`src/rtl/interrupt_request_service_unit.sv`:
```
// IRR / priority resolver / ISR core of an 8259A-style interrupt controller.
// Captures IR pins, resolves the rotating-priority winner and tracks in-service levels.
module interrupt_request_service_unit #(
  parameter int NUM_IR = 8
) (
  input  logic       clock,
  input  logic       reset,
  input  logic [7:0] interrupt_request_pin,
  input  logic       level_or_edge_triggered_config,
  input  logic       special_fully_nest_config,
  input  logic       write_initial_command_word_1,
  input  logic       freeze,
  input  logic [7:0] clear_interrupt_request,
  input  logic [7:0] interrupt_mask,
  input  logic [7:0] interrupt_special_mask,
  input  logic [2:0] priority_rotate,
  input  logic       latch_in_service,
  input  logic [7:0] end_of_interrupt,
  output logic [7:0] interrupt,
  output logic [7:0] highest_level_in_service,
  output logic [7:0] interrupt_request_register,
  output logic [7:0] in_service_register
);

  logic [7:0] irr;
  logic [7:0] isr;
  logic [7:0] prev_pin;
  logic [7:0] interrupt_q;

  logic [7:0] set_term;
  logic [7:0] irr_next;
  logic [7:0] req;
  logic [7:0] blk;
  logic [7:0] candidate;
  logic [7:0] blk_top;
  logic [7:0] winner;
  logic [2:0] shift;
  logic [2:0] cand_dist;
  logic [2:0] blk_dist;

  function automatic logic [7:0] rotate_right(input logic [7:0] v, input logic [2:0] n);
    logic [15:0] d;
    d = {v, v} >> n;
    return d[7:0];
  endfunction

  function automatic logic [7:0] rotate_left(input logic [7:0] v, input logic [2:0] n);
    logic [15:0] d;
    d = {v, v} << n;
    return d[15:8];
  endfunction

  function automatic logic [7:0] lowest_one(input logic [7:0] v);
    logic [7:0] r;
    r = 8'h00;
    for (int i = 7; i >= 0; i--) begin
      if (v[i]) r = 8'h01 << i;
    end
    return r;
  endfunction

  function automatic logic [2:0] encode(input logic [7:0] v);
    logic [2:0] r;
    r = 3'd0;
    for (int i = 0; i < 8; i++) begin
      if (v[i]) r = 3'(i);
    end
    return r;
  endfunction

  // Highest-priority bit: rotate so level (rotate+1) sits at bit 0, pick the lowest, rotate back.
  function automatic logic [7:0] resolve(input logic [7:0] v, input logic [2:0] n);
    return rotate_left(lowest_one(rotate_right(v, n)), n);
  endfunction

  always_comb begin
    shift = priority_rotate + 3'd1;
    set_term = level_or_edge_triggered_config ? interrupt_request_pin
                                              : (interrupt_request_pin & ~prev_pin);
    for (int i = 0; i < 8; i++) begin
      if (clear_interrupt_request[i])
        irr_next[i] = 1'b0;
      else if (freeze)
        irr_next[i] = irr[i];
      else if (level_or_edge_triggered_config)
        irr_next[i] = interrupt_request_pin[i];
      else
        irr_next[i] = irr[i] | set_term[i];
    end
  end

  always_comb begin
    req       = irr & ~interrupt_mask;
    blk       = isr & ~interrupt_special_mask;
    candidate = resolve(req, shift);
    blk_top   = resolve(blk, shift);
    // Distance from the highest-priority level; smaller means more urgent.
    cand_dist = encode(candidate) - priority_rotate - 3'd1;
    blk_dist  = encode(blk_top) - priority_rotate - 3'd1;
    winner    = 8'h00;
    if (candidate != 8'h00) begin
      if (blk == 8'h00 || cand_dist < blk_dist ||
          (special_fully_nest_config && cand_dist == blk_dist))
        winner = candidate;
    end
  end

  always_ff @(posedge clock or posedge reset) begin
    if (reset) begin
      irr         <= 8'h00;
      isr         <= 8'h00;
      prev_pin    <= 8'hFF;
      interrupt_q <= 8'h00;
    end else if (write_initial_command_word_1) begin
      irr         <= 8'h00;
      isr         <= 8'h00;
      prev_pin    <= 8'hFF;
      interrupt_q <= 8'h00;
    end else begin
      irr      <= irr_next;
      prev_pin <= interrupt_request_pin;
      isr      <= (isr & ~end_of_interrupt) | (latch_in_service ? interrupt_q : 8'h00);
      if (!freeze) interrupt_q <= winner;
    end
  end

  assign interrupt                  = interrupt_q;
  assign highest_level_in_service   = blk_top;
  assign interrupt_request_register = irr;
  assign in_service_register        = isr;

endmodule

```
`config.mk`:
```
export PLATFORM = sky130hd
export DESIGN_NAME = interrupt_request_service_unit
export DESIGN_NICKNAME = d
export VERILOG_FILES = /design/src/rtl/interrupt_request_service_unit.sv
export SDC_FILE = /design/constraint.sdc
export NUM_CORES = 1
export LEC_CHECK = 0
export BUFFER_PORTS_ARGS = -buffer_cell sky130_fd_sc_hd__buf_2
export CAP_MARGIN = 15
export CORE_MARGIN = 3
export CORE_UTILIZATION = 40
export DETAILED_ROUTE_END_ITERATION = 16
export SLEW_MARGIN = 5
export SYNTH_ARGS = -nofsm -noshare
export SYNTH_HDL_FRONTEND = slang
export SYNTH_SLANG_ARGS = --single-unit
```
`constraint.sdc`:
```
create_clock -name clock -period 5.4 [get_ports clock]
set_clock_uncertainty 0.2 [all_clocks]
set_input_delay 0.54 -clock clock [delete_from_list [all_inputs] [get_ports clock]]
set_output_delay 0.54 -clock clock [all_outputs]
set_load 0.1 [all_outputs]
```
==> results of run 1 <==
## registers in the layout, summed over array words and instances, names as in the netlist
register	count
interrupt_request_register	8
in_service_register	8
prev_pin	8
interrupt	8
## worst max path at each step
stage	from	endpoint	slack (ps)	cells past startpoint
2_1_floorplan	priority_rotate[0]	interrupt[0]	30	14
3_3_place_gp	priority_rotate[0]	interrupt[7]	50	19
3_5_place_dp	priority_rotate[0]	interrupt[0]	-60	19
4_1_cts	priority_rotate[0]	interrupt[0]	190	19
5_1_grt	priority_rotate[0]	interrupt[0]	9	20
6_report	priority_rotate[0]	interrupt[0]	290	20
## worst register-to-register path, stage by stage (launching register included)
cell and delay, ps:
dfrtp_1 410, nand2b_1 190, mux4_2 580, mux2_4 300
or4b_1 490, a21boi_1 150, o21ai_1 130, o2111ai_1 190
ha_1 210, fa_1 420, inv_1 70, ha_1 230
nor2b_1 130, o21ai_0 150, nand2b_1 90, a311oi_2 330
a21boi_0 260, a21o_1 110
## placed cells by master, fill, tap and decap left out, types with 11 or more instances in the layout
cell	count
buf_2	73
a21oi_1	40
nand2_1	30
nor2_1	29
nand2b_1	28
dfrtp_1	24
buf_4	22
mux2i_1	19
mux4_2	15
nand3_1	12
o21ai_0	11
nor4_1	11
## per-layer routing
layer	routed length, µm	vias up	track usage, %
li1	-	1611	-
met1	4390	1634	30.6
met5	0	-	0
met2	4670	187	32.7
met4	89	0	3.46
met3	926	13	3.89
## cell type report
cell class | count | area [µm²] | share of cell area [%]
multi-input combinational | 319 | 2400 | 57.3
tap | 102 | 128 | 3.05
clock inverter | 2 | 35.0 | 0.836
sequential | 32 | 811 | 19.3
clock buffer | 6 | 72.6 | 1.73
inverter | 9 | 33.8 | 0.806
timing repair buffer | 104 | 711 | 17.0
## per-stage QoR
step                      cell area (µm²)  hold slack, ps  TNS [ps]
after floorplan                      3310             413         0
after global placement               4070             322         0
after detailed placement             4070             318      -139
after CTS                            4170             141         0
after global routing                 4190             157         0
final                                4190             135         0
## power by group
| group | internal, mW | switching (mW) |
|---|---|---|
| logic | 0.135 | 0.226 |
| registers | 0.250 | 0.00702 |
| clock network | 0.137 | 0.0867 |
| total | 0.522 | 0.319 |
## cells by family (layout without fill, tap and decap cells)
| family | Yosys count | count (layout) | share of synthesized area [%] |
|---|---|---|---|
| buffers and inverters | 34 | 121 | 4.09 |
| multiplexers | 42 | 42 | 18.8 |
| AND/OR/NAND/NOR | 167 | 167 | 28.2 |
| flip-flops | 32 | 32 | 24.5 |
| adder cells (fa/ha/maj) | 8 | 8 | 3.48 |
| XOR/XNOR | 6 | 6 | 1.82 |
| AO/OA/AOI/OAI | 96 | 96 | 19.0 |
==> flow_metrics.tcl, run 1 <==
set metrics [dict create \
    run_status "completed" \
    die_x_um 96.9 \
    min_period_ps 5110 \
    finalCritPeriodShare_pct 94.6 \
    clk_pin_slew_ps 70 \
    reg2regPathDepth 17 \
    yosys_register_bits 32 \
    avgSynthCellArea_um2 8.59 \
    grt_antenna_before_repair 0 \
    row_count 32 \
    peakVddDrop_mv 0.188 \
    ys_async_sr_fraction_pct 100 \
    cts-buffers-inserted 5 \
    relSlewSlack_pct 64.0 \
    synth_seq_area_share_pct 24.5 \
    grt_start_max_net_pins 39 \
    start_util_pct 41.9 \
    reg2reg_to "interrupt[0]" \
    crit_buf_inv 3 \
    drive_gt1_share_pct 34.3 \
    place.detailed.hpwl_um 8000 \
    nFillCells 717 \
    syn_inst 385 \
    synth_top_area_share_pct 18.2 \
    slew_viol_final 0 \
    r2r_start "in_service_register[3]" \
    worst_pin_slew_ps 538 \
    crit_required_ps 5420 \
    via_count 3445 \
    grt_first_pass_wirelength_um 16600 \
    cp_common_cell "ha_1" \
    drtIter0Drc 310 \
    p_total_uw 841 \
    synth.net_count 443 \
    crit_arrival_ps 5120 \
    wire_per_inst_um 17.6 \
    postLayoutCoreUtil_pct 53.1 \
    worstSetupPathType "in -> reg" \
    ys_types 66 \
    final_antenna_net_count 0 \
    cts_setup_buffers 0 \
    cts.sinks 32 \
    holdBufCountCts 0 \
    slowest_stage "or4b_1" \
    crit_family "compound AO/OA/AOI/OAI gates" \
    synth_common_cells "a21oi_1 (41), nand2_1 (30), nor2_1 (29)" \
    place_congestion 0.938 \
    fmax_mhz 196 \
    cts_resized 0 \
    ys_warn_count 0 \
    drt_pre_antenna_iters 5 \
    antenna_cells 0 \
    yosysMostFrequentCell "a21oi_1" \
    cp-end-kind "flip-flop" \
    r2r_slack_ps 690 \
    cts-root-buf "clkbuf_8" \
    grt_overflow 0 \
    cts_tree "built" \
    drv_cap 0 \
    fin_cells 574 \
    place_inst 566 \
    vias_per_cell 6.00 \
    path_cells "buf_2 > ha_1 > xor2_4 > buf_12 > mux4_2 > mux2_4 > or4b_1 > a21boi_1 > o21ai_1 > o2111ai_1 > ha_1 > fa_1 > inv_1 > ha_1 > nor2b_1 > o21ai_0 > nand2b_1 > a311oi_2 > a21boi_0 > a21o_1" \
    drc 0 \
    power_density_nw_per_um2 201 \
    worst_slack_ps 292 \
    syn2layout_area_growth_pct 26.8 \
    max_stage_delay_ps 490 \
    min_path_type "in -> async" \
    synth_top_cell_by_area "dfrtp_1" \
    cts_max_level 2 \
    finalHoldViolations 0 \
    clock_latency_ps 280 \
    synth_edf_count 0 \
    ios 82 \
    syn_area_um2 3310 \
    wirelength_um 10100 \
    cts_max_path_buffers 2 \
    portBuffers 81 \
    dieArea_um2 9390 \
    synthFlopType "dfrtp_1" \
    dpl_worst_slack_ps -60.5 \
    grtUsageTotal_pct 20.9 \
    finalNetCount 529 \
    core_um2 7890 \
    synthTopCellsByArea "dfrtp_1 (18%), mux4_2 (10%), dfstp_2 (6.4%), a21oi_1 (6.2%), mux2i_1 (5.8%)" \
    cp_max_fo 24 \
    grt_pass1_vias 3297 \
    leakagePower_nw 1.87 \
    rsz0062_at_grt "no" \
    critPathLaunchType "input pin" \
    die_h_um 96.9 \
    setup_viol 0 \
]
Power figures use the tool's default switching activity.
==> inputs of run 2 (changes only) <==
--- a/config.mk
+++ b/config.mk
@@ -9,6 +9,7 @@
 export CAP_MARGIN = 15
 export CORE_MARGIN = 3
 export CORE_UTILIZATION = 40
+export CTS_BUF_LIST = sky130_fd_sc_hd__clkbuf_16
 export DETAILED_ROUTE_END_ITERATION = 16
 export SLEW_MARGIN = 5
 export SYNTH_ARGS = -nofsm -noshare
==> flow_metrics.tcl, run 2 (same netlist as run 1, synthesis figures left out) <==
set metrics [dict create \
    cp-startpoint "priority_rotate[0]" \
    wirelength_um 10100 \
    r2r_start "in_service_register[3]" \
    antenna_cells 0 \
    vias_per_cell 5.94 \
    grtUsageTotal_pct 21.2 \
    die_h_um 96.9 \
    finalHoldViolations 0 \
    drive_gt1_share_pct 34.3 \
    finalNetCount 529 \
    r2r_slack_ps 660 \
    cp_common_cell "ha_1" \
    syn2layout_area_growth_pct 28.5 \
    dpl_worst_slack_ps -60.5 \
    clock_latency_ps 270 \
    cts-root-buf "clkbuf_16" \
    min_path_type "in -> async" \
    relSlewSlack_pct 68.3 \
    drtIter0Drc 318 \
    dieArea_um2 9390 \
    slew_viol_final 0 \
    fmax_mhz 195 \
    place_area_um2 4070 \
    run_status "completed" \
    crit_required_ps 5410 \
    setup_viol 0 \
    drc 0 \
    max_stage_delay_ps 490 \
    final_antenna_net_count 0 \
    finalCritPeriodShare_pct 95.2 \
    core_um2 7890 \
    final_area_um2 4250 \
    min_period_ps 5140 \
    slowest_stage "or4b_1" \
    cp-end-kind "flip-flop" \
    ios 82 \
    leakagePower_nw 1.90 \
    path_cells "buf_2 > ha_1 > xor2_4 > buf_12 > mux4_2 > mux2_4 > or4b_1 > a21boi_1 > o21ai_1 > o2111ai_1 > ha_1 > fa_1 > inv_1 > ha_1 > nor2b_1 > o21ai_0 > nand2b_1 > a311oi_2 > a21boi_0 > a21o_1" \
    met2_usage_pct 33.1 \
    place_congestion 0.938 \
    drt_pre_antenna_iters 5 \
    cts_max_path_buffers 2 \
    grt_busiest_layer "met2" \
    reg2regPathDepth 17 \
    holdBufCountCts 0 \
    worstSetupPathType "in -> reg" \
    worstSetupEndpoint "interrupt[0]" \
    cts_max_level 2 \
    most-common-layout-cells "buf_2 (73), a21oi_1 (40), nand2_1 (30), nor2_1 (29), nand2b_1 (28)" \
    cts.sinks 32 \
    reg2reg_to "interrupt[0]" \
    peakVddDrop_mv 0.245 \
    portBuffers 81 \
    place.detailed.hpwl_um 8000 \
    grt_overflow 0 \
    crit_buf_inv 3 \
    grt_antenna_before_repair 0 \
    critPathLaunchType "input pin" \
    grt_first_pass_wirelength_um 16800 \
    use_met3_pct 3.39 \
    setup_tns_ps 0 \
    cts-buffers-inserted 5 \
    cts_tree "built" \
    crit_family "compound AO/OA/AOI/OAI gates" \
    worstSetupPathDepth 20 \
    via_count 3408 \
    mostFrequentLayoutCell "buf_2" \
    row_count 32 \
    power_density_nw_per_um2 220 \
    cp_max_fo 24 \
    die_x_um 96.9 \
    grt_pass1_vias 3305 \
    start_util_pct 41.9 \
    drv_cap 0 \
    crit_arrival_ps 5150 \
    clk_pin_slew_ps 50 \
    grt_start_max_net_pins 39 \
    worst_pin_slew_ps 463 \
    wire_per_inst_um 17.6 \
    worst_slack_ps 260 \
    use_met1_pct 31.5 \
]
run 2: changes by cell type in the layout (fill, tap and decap cells not counted), sizes merged:
cell    delta
inv        +1
clkbuf     -1
run 2: final cells by class:
| class | instances | area, µm² |
|---|---|---|
| clock inverter | 3 | 38.8 |
| multi-input combinational | 319 | 2400 |
| clock buffer | 5 | 125 |
| timing repair buffer | 104 | 711 |
| sequential | 32 | 811 |
| tap | 102 | 128 |
| fill | 708 | 3640 |
| inverter | 9 | 33.8 |
run 2: tightest hold or removal path, cell delays in order:
cell	delay (ps)
buf_2	100
inv_1	40
buf_4	360
run 2: worst min-delay path by stage:
stage | from | endpoint | slack [ps] | depth (start not counted)
floorplan | clear_interrupt_request[0] | interrupt_request_register[0] | 410 | 1
global placement | interrupt[0] | interrupt[0] | 320 | 1
detailed placement | interrupt[0] | interrupt[0] | 320 | 1
CTS | reset | interrupt_request_register[1] | 150 | 3
global route | reset | interrupt_request_register[7] | 170 | 3
finish | reset | in_service_register[3] | 140 | 3
run 2: routing by layer:
metal,up-vias,wire length (µm)
met4,0,111
li1,1611,-
met3,15,787
met2,159,4690
met1,1623,4530
met5,-,0
run 2: repair_timing:
action                                  in CTS  in global routing
gates resized for setup                      0                  2
buffers inserted                             0                  0
endpoints found under the setup margin       0                  6
hold endpoints to repair                     0                  0
run 2: report_power, final:
group,switching [mW],leakage (nW),internal (mW)
Combinational,0.226,1.40,0.135
Sequential,0.00702,0.416,0.251
Clock,0.0994,0.0850,0.215
Total,0.332,1.90,0.600
run 2: per-stage QoR:
| stage | utilization [%] | hold slack (ps) | instances | total power [mW] |
|---|---|---|---|---|
| after floorplan | - | 413 | 385 | 0.508 |
| after global placement | 51.5 | 322 | 566 | 0.614 |
| after detailed placement | 51.5 | 318 | 566 | 0.617 |
| after CTS | 53.6 | 151 | 574 | 0.932 |
| after global routing | 53.8 | 174 | 574 | 0.979 |
| final | 53.8 | 142 | 574 | 0.932 |
==> inputs of run 3 (changes only) <==
--- a/config.mk
+++ b/config.mk
@@ -8,9 +8,11 @@
 export BUFFER_PORTS_ARGS = -buffer_cell sky130_fd_sc_hd__buf_2
 export CAP_MARGIN = 15
 export CORE_MARGIN = 3
-export CORE_UTILIZATION = 40
+export CORE_UTILIZATION = 55
 export CTS_BUF_LIST = sky130_fd_sc_hd__clkbuf_16
 export DETAILED_ROUTE_END_ITERATION = 16
+export HOLD_SLACK_MARGIN = 0.12
+export PLACE_DENSITY = 0.82
 export SLEW_MARGIN = 5
 export SYNTH_ARGS = -nofsm -noshare
 export SYNTH_HDL_FRONTEND = slang
==> flow_metrics.tcl, run 3 (same netlist as run 1, synthesis figures left out) <==
set metrics [dict create \
    clk_pin_slew_ps 50 \
    worst_pin_slew_ps 566 \
    reg2regPathDepth 17 \
    setup_tns_ps 0 \
    wirelength_um 10200 \
    reg2reg_to "interrupt[0]" \
    syn2layout_area_growth_pct 25.4 \
    power_density_nw_per_um2 224 \
    relSlewSlack_pct 61.2 \
    vias_per_cell 6.50 \
    drtIter0Drc 382 \
    cts-buffers-inserted 5 \
    cts-root-buf "clkbuf_16" \
    dpl_worst_slack_ps 61.3 \
    grt_overflow 0 \
    rsz0062_at_grt "no" \
    place_congestion 0.960 \
    drt_pre_antenna_iters 5 \
    p_sw_uw 332 \
    grt_start_max_net_pins 39 \
    cp-end-kind "flip-flop" \
    ios 82 \
    grt_pass1_vias 3309 \
    pwr-share-seq_pct 27.7 \
    crit_required_ps 5420 \
    peakVddDrop_mv 0.244 \
    power_frac_comb_pct 39.0 \
    crit_arrival_ps 5110 \
    cts.sinks 32 \
    start_util_pct 58.2 \
    worst_slack_ps 309 \
    most-common-layout-cells "buf_2 (74), a21oi_1 (40), nand2_1 (30), nor2_1 (29), nand2b_1 (28)" \
    min_path_type "in -> async" \
    swShare_pct 35.7 \
    via_count 3485 \
    die_h_um 83.5 \
    slew_viol_final 0 \
    worstSetupPathType "in -> reg" \
    leakagePower_nw 1.86 \
    clockPowerShare_pct 33.2 \
    finalNetCount 521 \
    fmax_mhz 196 \
    critPathLaunchType "input pin" \
    cts_max_level 2 \
    portBuffers 81 \
    place.detailed.hpwl_um 7650 \
    dieArea_um2 6980 \
    drive_gt1_share_pct 33.2 \
    grt_first_pass_wirelength_um 16500 \
    place_inst 528 \
    holdBufCountCts 0 \
    drc 0 \
    wire_per_inst_um 19.1 \
    clock_latency_ps 280 \
    max_stage_delay_ps 490 \
    nFillCells 427 \
    grt_antenna_before_repair 0 \
    die_x_um 83.5 \
    run_status "completed" \
    p_int_uw 598 \
    cts_tree "built" \
    path_cells "buf_2 > ha_1 > xor2_4 > buf_12 > mux4_2 > mux2i_1 > nor4_4 > and4b_1 > mux2i_1 > a21oi_1 > or3_1 > fa_1 > xor2_1 > xnor2_1 > ha_1 > o21ai_0 > nand2b_1 > a311oi_2 > a21boi_0 > a21o_1" \
    r2r_start "in_service_register[0]" \
    cts_resized 0 \
    min_period_ps 5090 \
    r2r_slack_ps 700 \
    grtUsageTotal_pct 28.8 \
    antenna_cells 0 \
    mostFrequentLayoutCell "buf_2" \
    core_um2 5680 \
    cts_max_path_buffers 2 \
    setup_viol 0 \
    fin_cells 536 \
    slowest_stage "mux4_2" \
    p_total_uw 931 \
    finalCritPeriodShare_pct 94.3 \
    cp_max_fo 16 \
    drv_cap 0 \
    finalHoldViolations 0 \
    final_antenna_net_count 0 \
    cts_setup_buffers 0 \
    row_count 27 \
]
==> run 3: cell types whose count changed in the layout (fill, tap and decap cells not counted) <==
cell,delta
buf_2,+1
buf_4,-9
==> run 3: area by class of cell <==
cell class / instances / area (µm²) / share of cell area [%]
Sequential cell: 32 / 811 / 19.6
Clock buffer: 5 / 125 / 3.02
Timing Repair Buffer: 96 / 648 / 15.6
Tap cell: 72 / 90.1 / 2.17
Multi-Input combinational cell: 319 / 2400 / 57.9
Clock inverter: 3 / 38.8 / 0.935
Inverter: 9 / 33.8 / 0.815
==> run 3: routing by layer <==
layer	global-route usage, %	up-vias	part of all wire, %
met4	10.7	0	2.9
met3	4.94	38	8.8
met1	39.5	1643	41
li1	-	1593	-
met5	0	-	0
met2	45.8	211	47
==> run 3: worst max path at each step <==
stage	startpoint	to	slack, ps	cells after the start
final	priority_rotate[0]	interrupt[0]	310	20
after global routing	priority_rotate[0]	interrupt[0]	80	19
after CTS	priority_rotate[0]	interrupt[1]	320	19
after detailed placement	priority_rotate[0]	interrupt[5]	60	19
after global placement	priority_rotate[0]	interrupt[6]	190	19
after floorplan	priority_rotate[0]	interrupt[0]	30	14
==> run 3: critical path, delay by kind of cell <==
family / cells / cell delay [ps]
AO/OA/AOI/OAI: 5 / 810
buffers and inverters: 2 / 290
adder cells (fa/ha/maj): 3 / 1110
XOR/XNOR: 3 / 640
multiplexers: 3 / 880
AND/OR/NAND/NOR: 4 / 830
==> run 3: through the flow <==
step	hold WS, ps	cell area [µm²]	utilization [%]
final	139	4150	73.1
after global routing	174	4150	73.1
after CTS	146	4130	72.8
after detailed placement	318	3970	69.9
after global placement	321	3970	69.9
after floorplan	413	3310	-
==> run 3: power groups by stage <==
stage	Clock, mW	Combinational (mW)	Sequential, mW
after floorplan	0	0.210	0.298
after global placement	0	0.345	0.261
after detailed placement	0	0.350	0.261
after CTS	0.313	0.353	0.258
after global routing	0.325	0.391	0.259
final	0.309	0.363	0.258
